`config.mk`:
```
export PLATFORM = sky130hd
export DESIGN_NAME = bar_flag_filter_flat
export DESIGN_NICKNAME = d
export VERILOG_FILES = /design/src/rtl/bar_flag_filter_if.sv /design/src/rtl/bar_flag_filter.sv /design/src/flat_wrapper.sv
export SDC_FILE = /design/constraint.sdc
export NUM_CORES = 1
export LEC_CHECK = 0
export ABC_AREA = 0
export CAP_MARGIN = 40
export CORE_MARGIN = 2
export CORE_UTILIZATION = 57
export DETAILED_ROUTE_END_ITERATION = 6
export GPL_TIMING_DRIVEN = 0
export PLACE_DENSITY = 0.86
export SYNTH_ARGS = -nofsm -noshare
export SYNTH_HDL_FRONTEND = slang
export SYNTH_SLANG_ARGS = --single-unit
```
`constraint.sdc`:
```
create_clock -name clk -period 5.9 [get_ports clk]
set_input_delay 1.18 -clock clk [delete_from_list [all_inputs] [get_ports clk]]
set_output_delay 1.18 -clock clk [all_outputs]
set_load 0.02 [all_outputs]
```
`src/rtl/bar_flag_filter_if.sv`:
```
// bar_flag_filter_if: bar word input stream plus tag/payload output stream.
interface bar_flag_filter_if;
    logic        in_valid;
    logic        in_ready;
    logic [20:0] in_bar;
    logic        pass_all;
    logic        out_valid;
    logic        out_ready;
    logic [4:0]  out_tag;
    logic [14:0] out_payload;
    modport master (
        output in_valid, in_bar, pass_all, out_ready,
        input  in_ready, out_valid, out_tag, out_payload
    );
    modport slave (
        input  in_valid, in_bar, pass_all, out_ready,
        output in_ready, out_valid, out_tag, out_payload
    );
endinterface

```
`src/rtl/bar_flag_filter.sv`:
```
// bar_flag_filter: keeps flagged (or all, in pass-through) bar words in a FWFT FIFO
// and counts dropped words with a saturating counter.
module bar_flag_filter #(
    parameter int DEPTH = 4,
    parameter int CNT_W = 16
) (
    input  logic                     clk,
    input  logic                     rst_n,
    bar_flag_filter_if.slave         bus,
    output logic [CNT_W-1:0]         drop_cnt,
    output logic [$clog2(DEPTH):0]   fifo_level
);
    localparam int AW = $clog2(DEPTH);
    localparam logic [AW:0] FULL = (AW+1)'(DEPTH);
    logic              rel_q;
    logic [AW-1:0]     wr_q, wr_d, rd_q, rd_d;
    logic [AW:0]       lvl_q, lvl_d;
    logic [CNT_W-1:0]  drop_q, drop_d;
    logic [19:0]       mem_q [DEPTH];
    logic              acc, keep, pop;
    always_comb begin
        bus.in_ready = rel_q && (lvl_q != FULL);
        bus.out_valid = lvl_q != '0;
        acc = bus.in_valid && rel_q && (lvl_q != FULL);
        keep = acc && (bus.in_bar[15] || bus.pass_all);
        pop = (lvl_q != '0) && bus.out_ready;
        wr_d = keep ? wr_q + 1'b1 : wr_q;
        rd_d = pop ? rd_q + 1'b1 : rd_q;
        lvl_d = (keep && !pop) ? lvl_q + 1'b1 : (pop && !keep) ? lvl_q - 1'b1 : lvl_q;
        drop_d = (acc && !keep && !(&drop_q)) ? drop_q + 1'b1 : drop_q;
        {bus.out_tag, bus.out_payload} = (lvl_q != '0) ? mem_q[rd_q] : 20'd0;
    end
    // rel_q delays in_ready until the first clock after reset release
    always_ff @(posedge clk or negedge rst_n) begin
        if (!rst_n) begin
            rel_q  <= 1'b0;
            wr_q   <= '0;
            rd_q   <= '0;
            lvl_q  <= '0;
            drop_q <= '0;
        end else begin
            rel_q  <= 1'b1;
            wr_q   <= wr_d;
            rd_q   <= rd_d;
            lvl_q  <= lvl_d;
            drop_q <= drop_d;
        end
    end
    always_ff @(posedge clk) begin
        if (keep) mem_q[wr_q] <= {bus.in_bar[20:16], bus.in_bar[14:0]};
    end
    assign drop_cnt   = drop_q;
    assign fifo_level = lvl_q;
endmodule

```
`src/flat_wrapper.sv`:
```
// flat-port wrapper written by rule: the top's interface ports become plain ports
module bar_flag_filter_flat 
#(
    parameter int DEPTH = 4,
    parameter int CNT_W = 16
)
  (clk, rst_n, drop_cnt, fifo_level, bus_in_valid, bus_in_bar, bus_pass_all, bus_out_ready, bus_in_ready, bus_out_valid, bus_out_tag, bus_out_payload);
  bar_flag_filter_if bus_i ();
  input  logic clk;
  input  logic rst_n;
  output logic [CNT_W-1:0] drop_cnt;
  output logic [$clog2(DEPTH):0] fifo_level;
  input wire logic [$bits(bus_i.in_valid)-1:0] bus_in_valid;
  input wire logic [$bits(bus_i.in_bar)-1:0] bus_in_bar;
  input wire logic [$bits(bus_i.pass_all)-1:0] bus_pass_all;
  input wire logic [$bits(bus_i.out_ready)-1:0] bus_out_ready;
  output wire logic [$bits(bus_i.in_ready)-1:0] bus_in_ready;
  output wire logic [$bits(bus_i.out_valid)-1:0] bus_out_valid;
  output wire logic [$bits(bus_i.out_tag)-1:0] bus_out_tag;
  output wire logic [$bits(bus_i.out_payload)-1:0] bus_out_payload;
  assign bus_i.in_valid = bus_in_valid;
  assign bus_i.in_bar = bus_in_bar;
  assign bus_i.pass_all = bus_pass_all;
  assign bus_i.out_ready = bus_out_ready;
  assign bus_in_ready = bus_i.in_ready;
  assign bus_out_valid = bus_i.out_valid;
  assign bus_out_tag = bus_i.out_tag;
  assign bus_out_payload = bus_i.out_payload;
  bar_flag_filter #(.DEPTH(DEPTH), .CNT_W(CNT_W)) u_core (.clk(clk), .rst_n(rst_n), .bus(bus_i), .drop_cnt(drop_cnt), .fifo_level(fifo_level));
endmodule
```
; ---- Word level (Yosys, flattened, before mapping)
; Memories as Yosys holds them, arrays and structs flattened.
; Index checks and enable logic that the tools add are counted.
[op_classes]
n_eq_ne = 1
multipliers = 0
n_reduce_logical = 16
n_mux = 5
shift = 0
n_div = 0
bitwise = 0
n_lt_le_gt_ge = 0
n_addsub = 5
[op_table]
columns = op, n
row1 = $mux 20, 1
row2 = $add 16x1->16 const B, 1
row3 = $reduce_and 16->1, 1
row4 = $logic_and 1x1->1, 9
row5 = $mux 3, 2
row6 = $add 2x1->2 const B, 2
row7 = $add 3x1->3 const B, 1
row8 = $logic_not 1->1, 3
row9 = $ne 3x3->1 const B, 1
row10 = $reduce_bool 3->1, 1
row11 = $sub 3x1->3 const B, 1
row12 = $mux 1, 2
row13 = $reduce_bool 2->1, 1
row14 = $logic_or 1x1->1, 1
[word_totals]
n_memories = 1
rom_bits = 0
mem_bits_rw = 80
out_inout_bits = 41
reg_bits = 24
latch_bits = 0
[memory_table]
columns = name, depth, width, read_ports, rd_ports_with_merged_regs, write_ports, line
row1 = u_core.mem_q, 4, 20, 1, 0, 1, bar_flag_filter.sv:19  ; logic [19:0] mem_q [DEPTH];

; ---- Longest topological paths before layout
; Gate-level depths: netlist (run 1).
[depth]
word_depth = 7
ltp_mapped = 9

; ---- Worst setup path before layout (run 1)
; No wires, ideal clock.
[synth_path]
kind = flip-flop to output port
from = register u_core.rd_q[0]
to = output port bus_out_payload[10]
t_arrival_ps = 1445
path_stages_with_launch = 4
path_slack_ps = 3275
path_cell_list = dfrtp_1 buf_2 mux4_2 and2_1
[synth_via]
elab_chain_cells = 2
[synth_lines]
columns = element, line
row1 = start: declaration, bar_flag_filter.sv:16  ; logic [AW-1:0] wr_q, wr_d, rd_q, rd_d;
row2 = start signal: assignment, bar_flag_filter.sv:44  ; rd_q <= rd_d;
row3 = $mem_v2 4x20, n/a
row4 = $mux 20, bar_flag_filter.sv:31  ; {bus.out_tag, bus.out_payload} = (lvl_q != '0) ? mem_q[rd_q] : 20'd0;
row5 = end: declaration, flat_wrapper.sv:20  ; output wire logic [$bits(bus_i.out_payload)-1:0] bus_out_payload;
; No other way between the ends.

; ---- Worst setup path after layout (run 1)
[layout_path]
from = register u_core.rd_q[0]
to = output port bus_out_payload[5]
; Same word-level chain as after synthesis.

==> flow_summary_export.csv, run 1 <==
group,metric,value,unit
pwr,internal_power,0.00163,W
worst_setup_path,critPathRequiredTime,4720,ps
clocking,clk_root_buffer_cell,"clkbuf_8",
clocking,cts.clk_slew.worst_paths,90,ps
detailed_routing,dr.pass1.iters,4,
global_routing,grt_pass1_vias,2450,
cells_and_area,area_growth,26.1,%
run_status,outcome,"finished clean",
floorplanning,initial_core_util,58.8,%
cells_and_area,layout-drive-gt1-share,16.9,%
floorplanning,io_pins,67,
floorplanning,row_count,31,
timing,hold_ws,526,ps
yosys,synth.distinct_cells,33,
detailed_routing,ant_nets,0,
global_routing,grt_start_max_net_pins,18,
timing,hold_viol,0,
detailed_routing,wl_per_cell,18.1,um
detailed_routing,viasPerCell,5.58,
pwr,power.static_leakage,1.94,nW
timing,finalSetupTns,0,ps
detailed_routing,drc,0,
clocking,clk_latency,360,ps
cells_and_area,diodes,0,
worst_hold_path,hp-class,"flop to flop",
timing,relSlewSlack,58.3,%
run,max_cap_viol_count,0,
clocking,clock-sinks,104,
clocking,clockBufferDepth,2,
clocking,cts-buffers-inserted,9,
detailed_routing,wl,7580,um
yosys,postSynthCellCount,234,
global_routing,grt_overflow_total,0,
pwr,total_power,0.00234,W
timing,post-route-period-util,61.3,%
worst_setup_path,crit_arrival,2440,ps
cells_and_area,finalInstanceArea,0.00538,mm2
clocking,holdBufCountCts,0,
pwr,swShare,30.4,%
pwr,peakVddDrop,201,uV
place,globalplace.congestion,0.799,
pwr,p_seq_share,39.9,%
timing,worstMarginPinSlew,626,ps
place,dpl_cell_area,0.00514,mm2
floorplanning,die_area,0.00819,mm2
worst_setup_path,critical_path.endpoint_type,"output port",
cells_and_area,fill_cells,452,
global_routing,antenna_found_initial,0,
floorplanning,fp.coreArea,0.00725,mm2
worst_setup_path,startpoint_type,"flop",
yosys,synth_flop_cell,"edfxtp_1",
timing,rsz0062_at_grt,"false",
timing,setup_ws,2280,ps
yosys,synth.avg_cell_area,18.2,um2
yosys,async_flop_share,23.1,%
worst_setup_path,critPathMaxFanout,10,
clocking,cts_tree,"done",
cells_and_area,layout.nets,349,
yosys,ys_ff_latch,104,
global_routing,track_usage,20.1,%
yosys,ys_seq_area_share,70.4,%
global_routing,grt_pass1_wl,12700,um
floorplanning,die_h,90.5,um
detailed_routing,num_vias,2338,
yosys,syn-num-nets,267,
timing,slew_viol_final,0,
pwr,power_frac_comb,38.2,%
worst_setup_path,path_class,"flop to output port",
floorplanning,die_w,90.5,um
pwr,power_density,435,mW/mm2
clocking,cts.htree.levels,3,
timing,fin_crit,3620,ps
clocking,cts_setup_buffers,0,
detailed_routing,drtIter0Drc,184,
yosys,ys.warnings.count,0,
pwr,p_switching,0.000712,W
timing,max_freq,0.276,GHz
yosys,netlist_area,0.00426,mm2
place,numPortBuffers,66,
clocking,cts_resized,0,
worst_setup_path,reg2reg_depth,7,
timing,finalSetupViolCount,0,
place,hpwl,5130,um
pwr,clkPwrFrac,21.9,%
yosys,synth_edf_count,80,
place,dpl_worst_slack,2630,ps
worst_hold_path,min_path_cells,1,
timing,fin_skew,9.46,ps
-- final cells by class --
class	count	area (um2)	share of cell area (%)
Timing Repair Buffer	71	748	13.9
Clock buffer	9	124	2.30
Inverter	3	11.3	0.209
Tap cell	99	124	2.30
Clock inverter	6	115	2.14
Buffer	6	25.0	0.466
Sequential cell	104	3000	55.9
Multi-Input combinational cell	121	1220	22.8
-- critical path, cell delays in order, from the launching register on --
cell and delay (ps):
dfrtp_1 440, buf_2 380, mux4_2 560, and2_1 170, clkdlybuf4s50_1 530
-- placed cells by master, fill, tap and decap left out, types with 3 or more instances in the layout --
| cell type | netlist | final |
|---|---|---|
| nand3_1 | 4 | 4 |
| xnor2_1 | 4 | 4 |
| ha_1 | 6 | 6 |
| mux4_2 | 20 | 20 |
| bufinv_16 | 0 | 3 |
| nand4_1 | 5 | 5 |
| clkbuf_8 | 0 | 9 |
| clkbuf_1 | 4 | 4 |
| nor4_1 | 3 | 3 |
| nand2_1 | 8 | 8 |
| inv_1 | 3 | 3 |
| nor3_1 | 8 | 8 |
| clkdlybuf4s50_1 | 0 | 66 |
| dfrtp_1 | 24 | 24 |
| edfxtp_1 | 80 | 80 |
| and2_1 | 24 | 24 |
| xor2_1 | 16 | 16 |
| buf_8 | 0 | 4 |
-- state kept, by name (all words and copies together), names as in the netlist --
name and flops:
u_core.wr_q 2, u_core.fifo_level 3, u_core.drop_cnt 16, u_core.rd_q 2
u_core.rel_q 1, u_core.mem_q 80
-- power groups by stage --
stage,clock network [W],registers (W),logic [W]
after global routing,0.000553,0.000944,0.000959
after floorplan,0,0.000961,0.000511
after CTS,0.000519,0.000935,0.000911
after detailed placement,0,0.000948,0.000901
after global placement,0,0.000944,0.000866
final,0.000512,0.000933,0.000894
-- synthesized netlist by cell type (2+ instances only) --
cell type   n  area (um2)
edfxtp_1   80        2400
and2_1     24         150
dfrtp_1    24         601
mux4_2     20         450
xor2_1     16         140
nand2_1     8        30.0
nor3_1      8        40.0
ha_1        6        75.1
nand4_1     5        31.3
clkbuf_1    4        15.0
nand3_1     4        20.0
xnor2_1     4        35.0
inv_1       3        11.3
nor4_1      3        18.8
and4_1      2        17.5
buf_2       2        10.0
mux2_2      2        22.5
mux2_4      2        30.0
nor2_1      2        7.51
nor3b_1     2        15.0
-- kinds of logic after synthesis --
group                      count (synthesis)  share of synthesized area (%)
other                                      1                         0.0879
AOI/OAI and AO/OA                          1                          0.235
and+or+nand+nor                           68                           10.3
DFF                                      104                           70.4
muxes                                     24                           11.8
adders and majority gates                  7                           2.23
xor gates and xnor gates                  20                           4.11
buffers and inverters                      9                          0.851
-- metrics by stage --
stage,utilization [%],cells
detailed placement,70.8,404
global placement,69.6,399
CTS,74.1,419
global route,74.1,419
finish,74.1,419
floorplan,-,234
-- layer usage --
metal | GRT usage (%) | wire, um | share of wire (%) | vias up
met5 | 0 | 0 | 0 | -
met4 | 6.03 | 64 | 0.84 | 0
met3 | 4.67 | 376 | 5.0 | 6
met2 | 33.1 | 3890 | 51 | 74
met1 | 27.1 | 3250 | 43 | 1189
li1 | - | - | - | 1069
-- final timing paths --
check | startpoint | endpoint | slack, ps
setup / recovery | u_core.rd_q[0] | bus_out_payload[5] | 2280
hold / removal | u_core.drop_cnt[11] | u_core.drop_cnt[11] | 530
setup reg to reg | u_core.fifo_level[0] | u_core.fifo_level[1] | 3450
hold reg to reg | u_core.drop_cnt[11] | u_core.drop_cnt[11] | 530
max in group asynchronous | rst_n | u_core.wr_q[0] | 4200
min in group asynchronous | rst_n | u_core.drop_cnt[12] | 1190
Note: power is estimated with default switching activity, not from simulation.
==> run 2: changes to the inputs <==
CORE_UTILIZATION = 53   (was 57)
PLACE_DENSITY = 0.81   (was 0.86)
clock period = 3.45 ns   (was 5.9 ns; I/O delays follow)
==> run 2 against run 1 <==
Setup slack worse by 1900 ps. Worst hold slack got worse by 11 ps. Critical path depth stayed put. Total power increased by 62%. Die area increased by 7.2%. Register-to-register slack got worse by 2400 ps. Sequential share of layout area grew 0.70 points. Clock skew down 1.4 ps. Via count shrank 3.3%. Flip-flop and latch count unchanged. Largest cell class unchanged. Highest routed layer unchanged.
==> flow_summary_export.csv, run 2 (synthesis results as in run 1) <==
group,metric,value,unit
floorplanning,die_area,0.00878,mm2
detailed_routing,dr.pass1.iters,4,
worst_hold_path,hp-class,"flop to flop",
cells_and_area,largest_reg_flops,80,
worst_setup_path,critPathMaxFanout,10,
worst_setup_path,crit_arrival,2410,ps
run_status,outcome,"finished clean",
clocking,cts_resized,0,
clocking,clock-sinks,104,
timing,slew_viol_final,0,
clocking,cts.clk_slew.worst_paths,100,ps
worst_setup_path,critical_path.endpoint_type,"output port",
cells_and_area,multiInputGateArea,0.00122,mm2
cells_and_area,ff_latch_area,0.00300,mm2
global_routing,track_usage,18.2,%
pwr,peakVddDrop,356,uV
detailed_routing,drc,0,
timing,fin_crit,3100,ps
floorplanning,row_count,32,
clocking,holdBufCountCts,0,
global_routing,antenna_found_initial,0,
floorplanning,fp.coreArea,0.00777,mm2
clocking,clk_latency,350,ps
clocking,cts_tree,"done",
worst_setup_path,slowest_delay,550,ps
cells_and_area,layout.nets,349,
place,hpwl,5070,um
global_routing,grt_pass1_vias,2358,
cells_and_area,area_growth,24.5,%
place,globalplace.congestion,0.813,
timing,finalSetupViolCount,0,
global_routing,grt_pass1_wl,11800,um
global_routing,grt_start_max_net_pins,19,
place,numPortBuffers,66,
worst_setup_path,path_cells,"buf_2 > mux4_2 > and2_1 > clkdlybuf4s50_1",
worst_setup_path,slowest_stage,"mux4_2",
timing,relSlewSlack,59.1,%
detailed_routing,wl_per_cell,17.3,um
timing,fin_skew,8.01,ps
detailed_routing,num_vias,2262,
pwr,total_power,0.00379,W
floorplanning,io_pins,67,
floorplanning,initial_core_util,54.9,%
cells_and_area,diodes,0,
timing,post-route-period-util,89.8,%
detailed_routing,drtIter0Drc,96,
detailed_routing,ant_nets,0,
worst_setup_path,critPathRequiredTime,2760,ps
timing,worstMarginPinSlew,614,ps
floorplanning,die_w,93.7,um
timing,finalSetupTns,0,ps
cells_and_area,layout-drive-gt1-share,16.8,%
worst_setup_path,path_class,"flop to output port",
cells_and_area,regMostFlops,"u_core.mem_q",
detailed_routing,wl,7300,um
pwr,power_density,714,mW/mm2
clocking,clockBufferDepth,2,
cells_and_area,layout_common_cells,"80 x edfxtp_1, 66 x clkdlybuf4s50_1, 24 x and2_1, 24 x dfrtp_1, 20 x mux4_2",
global_routing,grt_overflow_total,0,
timing,max_freq,0.323,GHz
timing,hold_viol,0,
cells_and_area,final_common_cell,"edfxtp_1",
clocking,cts-buffers-inserted,9,
cells_and_area,fill_cells,544,
timing,rsz0062_at_grt,"false",
detailed_routing,viasPerCell,5.35,
pwr,power.static_leakage,1.90,nW
run,max_cap_viol_count,0,
clocking,cts_setup_buffers,0,
clocking,clk_root_buffer_cell,"clkbuf_8",
worst_setup_path,startpoint_type,"flop",
floorplanning,die_h,93.7,um
clocking,cts.htree.levels,3,
run 2: changes by cell type in the layout (fill, tap and decap cells not counted), sizes merged:
| cell | previous run | this run |
|---|---|---|
| clkinvlp | 1 | 3 |
| clkinv | 0 | 1 |
| bufinv | 3 | 0 |
| clkbuf | 13 | 14 |
run 2: final cells by class:
type	instances	share of cell area, %
Clock buffer	10	2.40
Tap cell	102	2.40
Timing Repair Buffer	71	13.9
Sequential cell	104	56.6
Inverter	3	0.212
Buffer	6	0.471
Multi-Input combinational cell	121	23.1
Clock inverter	6	1.01
run 2: final timing paths:
kind	from	to	slack (ps)	cells after the start
worst max-delay path	u_core.rd_q[0]	bus_out_payload[1]	350	4
worst min-delay path	u_core.drop_cnt[11]	u_core.drop_cnt[11]	520	1
worst max register to register	u_core.fifo_level[0]	u_core.fifo_level[1]	1090	7
worst min register to register	u_core.drop_cnt[11]	u_core.drop_cnt[11]	520	1
max in group asynchronous	rst_n	u_core.rd_q[0]	2260	2
min in group asynchronous	rst_n	u_core.drop_cnt[1]	690	1
run 2: per-stage QoR:
stage          instance area, um2  worst slack [ps]  hold slack, ps  cells  util (%)
2_1_floorplan                4260              1120             394    234         -
3_5_place_dp                 5130               700             508    407      66.0
6_report                     5310               351             515    423      68.3
3_3_place_gp                 5050               707             505    402      65.0
4_1_cts                      5310               302             525    423      68.3
5_1_grt                      5310               183             553    423      68.3
run 2: metal layers:
metal  up-vias  track usage [%]  share of wire [%]
li1       1068                -                  -
met1      1123             23.9                 43
met2        64             30.5                 51
met3         7             3.53                4.8
met4         0             6.52                1.1
met5         -                0                  0
run 2: critical path: cells and delay by family, from the launching register on:
family                 cells  cell delay (ps)
buffers and inverters      2              900
DFF                        1              440
muxes                      1              550
and+or+nand+nor            1              180
run 2: power breakdown:
part           total, W  switching (W)  internal (W)
Clock          0.000691       0.000417      0.000274
Combinational   0.00151       0.000708      0.000797
Sequential      0.00159      0.0000978       0.00150
Total           0.00379        0.00122       0.00257
==> RTL edit, RTL diff (flow settings as in run 2) <==
`CNT_W` is set to 16 in 2 places; all go to 12.
--- a/src/rtl/bar_flag_filter.sv
+++ b/src/rtl/bar_flag_filter.sv
@@ -4,3 +4,3 @@
     parameter int DEPTH = 4,
-    parameter int CNT_W = 16
+    parameter int CNT_W = 12
 ) (
--- a/src/flat_wrapper.sv
+++ b/src/flat_wrapper.sv
@@ -4,3 +4,3 @@
     parameter int DEPTH = 4,
-    parameter int CNT_W = 16
+    parameter int CNT_W = 12
 )
Ports: changed (resized drop_cnt); port bits go from 67 to 63. The function was not compared with the original's and may differ.
==> RTL edit against run 2 <==
- sequential cell count shrank 4
- non-clock buffer count shrank 2
- setup slack lost 7.1 ps
- wire length shrank 2.2%
- synthesized area shrank 4.5%
- clock skew grew 5.7 ps
- highest routed layer unchanged
- largest power group unchanged
- combinational power is essentially flat
- design area shrank 4.4%
- power shrank 0.82%
- via count shrank 4.2%
- clock power grew 2%
==> RTL edit: results (changes against run 2) <==
- The non-filler instance count after layout came to 403 (was 423).
- The leakage power figure is 0.00179 uW (was 0.00190 uW).
- The capture endpoint of the worst hold path is u_core.fifo_level[2] (was u_core.drop_cnt[11]).
- The number of global-route vias before repair is 2258 (was 2358).
- The total routing usage reported by global routing is 18.4% (was 18.2%).
- The sequential area share after synthesis is 71.3% (was 70.4%).
- The final layout net count is 332 (was 349).
- The final weighted congestion in routability-driven placement is 0.768 (was 0.813).
- The via count is 2168 (was 2262).
- The total met3 wirelength after detailed routing is 441 microns (was 354 microns).
- The routed length on met1 is 3080 microns (was 3150 microns).
- The number of nets in the synthesized netlist came to 254 (was 267).
- Result of the run: finished, final reports clean (unchanged).
- The length of routed met2 wiring is 3540 microns (was 3720 microns).
- The post-place instance area is 4890 sq um (was 5130 sq um).
- The post-synthesis compound-gate area fraction is 0.123% (was 0.235%).
- The DRC marker count from the first detailed-route iteration was 171 (was 96).
- The worst-case vdd ir drop was 470 uV (was 356 uV).
- The post-place setup slack was 578 ps (was 700 ps).
- The count of buffers from port buffering is 62 (was 66).
- The worst-case headroom to the max-slew limit is 56.8% (was 59.1%).
- The post-synthesis share of cell area spent on full adders, half adders and majority gates is 2.34% (was 2.23%).
- The initial antenna violation count is 0 (unchanged).
- The number of optimization iterations in the first detailed-route pass is 5 (was 4).
- The destination of the critical timing path is bus_out_payload[6] (was bus_out_payload[1]).
- The post-synthesis xor/xnor area fraction is 3.23% (was 4.11%).
- The achievable clock frequency is 322 MHz (was 323 MHz).
- The number of fill cells is 497 (was 544).
- The synthesis warning total is 0 (unchanged).
- The multiplexer share of the synthesized area is 12.3% (was 11.8%).
- The placed instance count was 387 (was 407).
- The maximum number of pins on one net before global-route repair came to 17 (was 19).
- Largest cells by area after synthesis: edfxtp_1 (59%), dfrtp_1 (12%), mux4_2 (11%), and2_1 (3.8%), xor2_1 (2.2%) (was edfxtp_1 (56%), dfrtp_1 (14%), mux4_2 (11%), and2_1 (3.5%), xor2_1 (3.3%)).
- The async set or reset register ratio after synthesis is 20.0% (was 23.1%).
- The smallest hold slack is 508 ps (was 515 ps).
- The startpoint of the tightest hold check path is u_core.fifo_level[2] (was u_core.drop_cnt[11]).
- Most common library cells after synthesis: edfxtp_1 (80), and2_1 (25), dfrtp_1 (20), mux4_2 (20), xor2_1 (10) (was edfxtp_1 (80), and2_1 (24), dfrtp_1 (24)).
- The detailed placer's ending HPWL is 4780 microns (was 5070 microns).
- The average size of a mapped cell came to 18.4 sq um (was 18.2 sq um).
- The first-pass GRT wire length came to 11600 microns (was 11800 microns).
- The final wirelength is 7140 microns (was 7300 microns).
RTL edit: layer usage:
layer  vias up  global-route usage [%]
li1       1000                       -
met1      1079                    25.4
met2        82                    29.2
met3         7                    3.53
met4         0                    7.58
met5         -                       0
RTL edit: report_power, final:
part,total (uW),internal (uW),switching [uW]
clock,708,332,376
combinational,1510,787,727
sequential,1540,1450,90.1
RTL edit: layout make-up:
cell class | count | area [sq um] | share of cell area (%)
tap | 99 | 124 | 2.44
clock buffer | 9 | 124 | 2.44
buffer | 8 | 40.0 | 0.789
inverter | 4 | 15.0 | 0.296
timing repair buffer | 67 | 692 | 13.6
clock inverter | 7 | 65.1 | 1.28
multi-input combinational | 109 | 1110 | 21.9
sequential | 100 | 2900 | 57.2
RTL edit: critical path, cell delays in order (launching register included):
cell	delay [ps]
dfrtp_1	430
buf_2	380
mux4_2	560
and2_1	170
clkdlybuf4s50_1	520
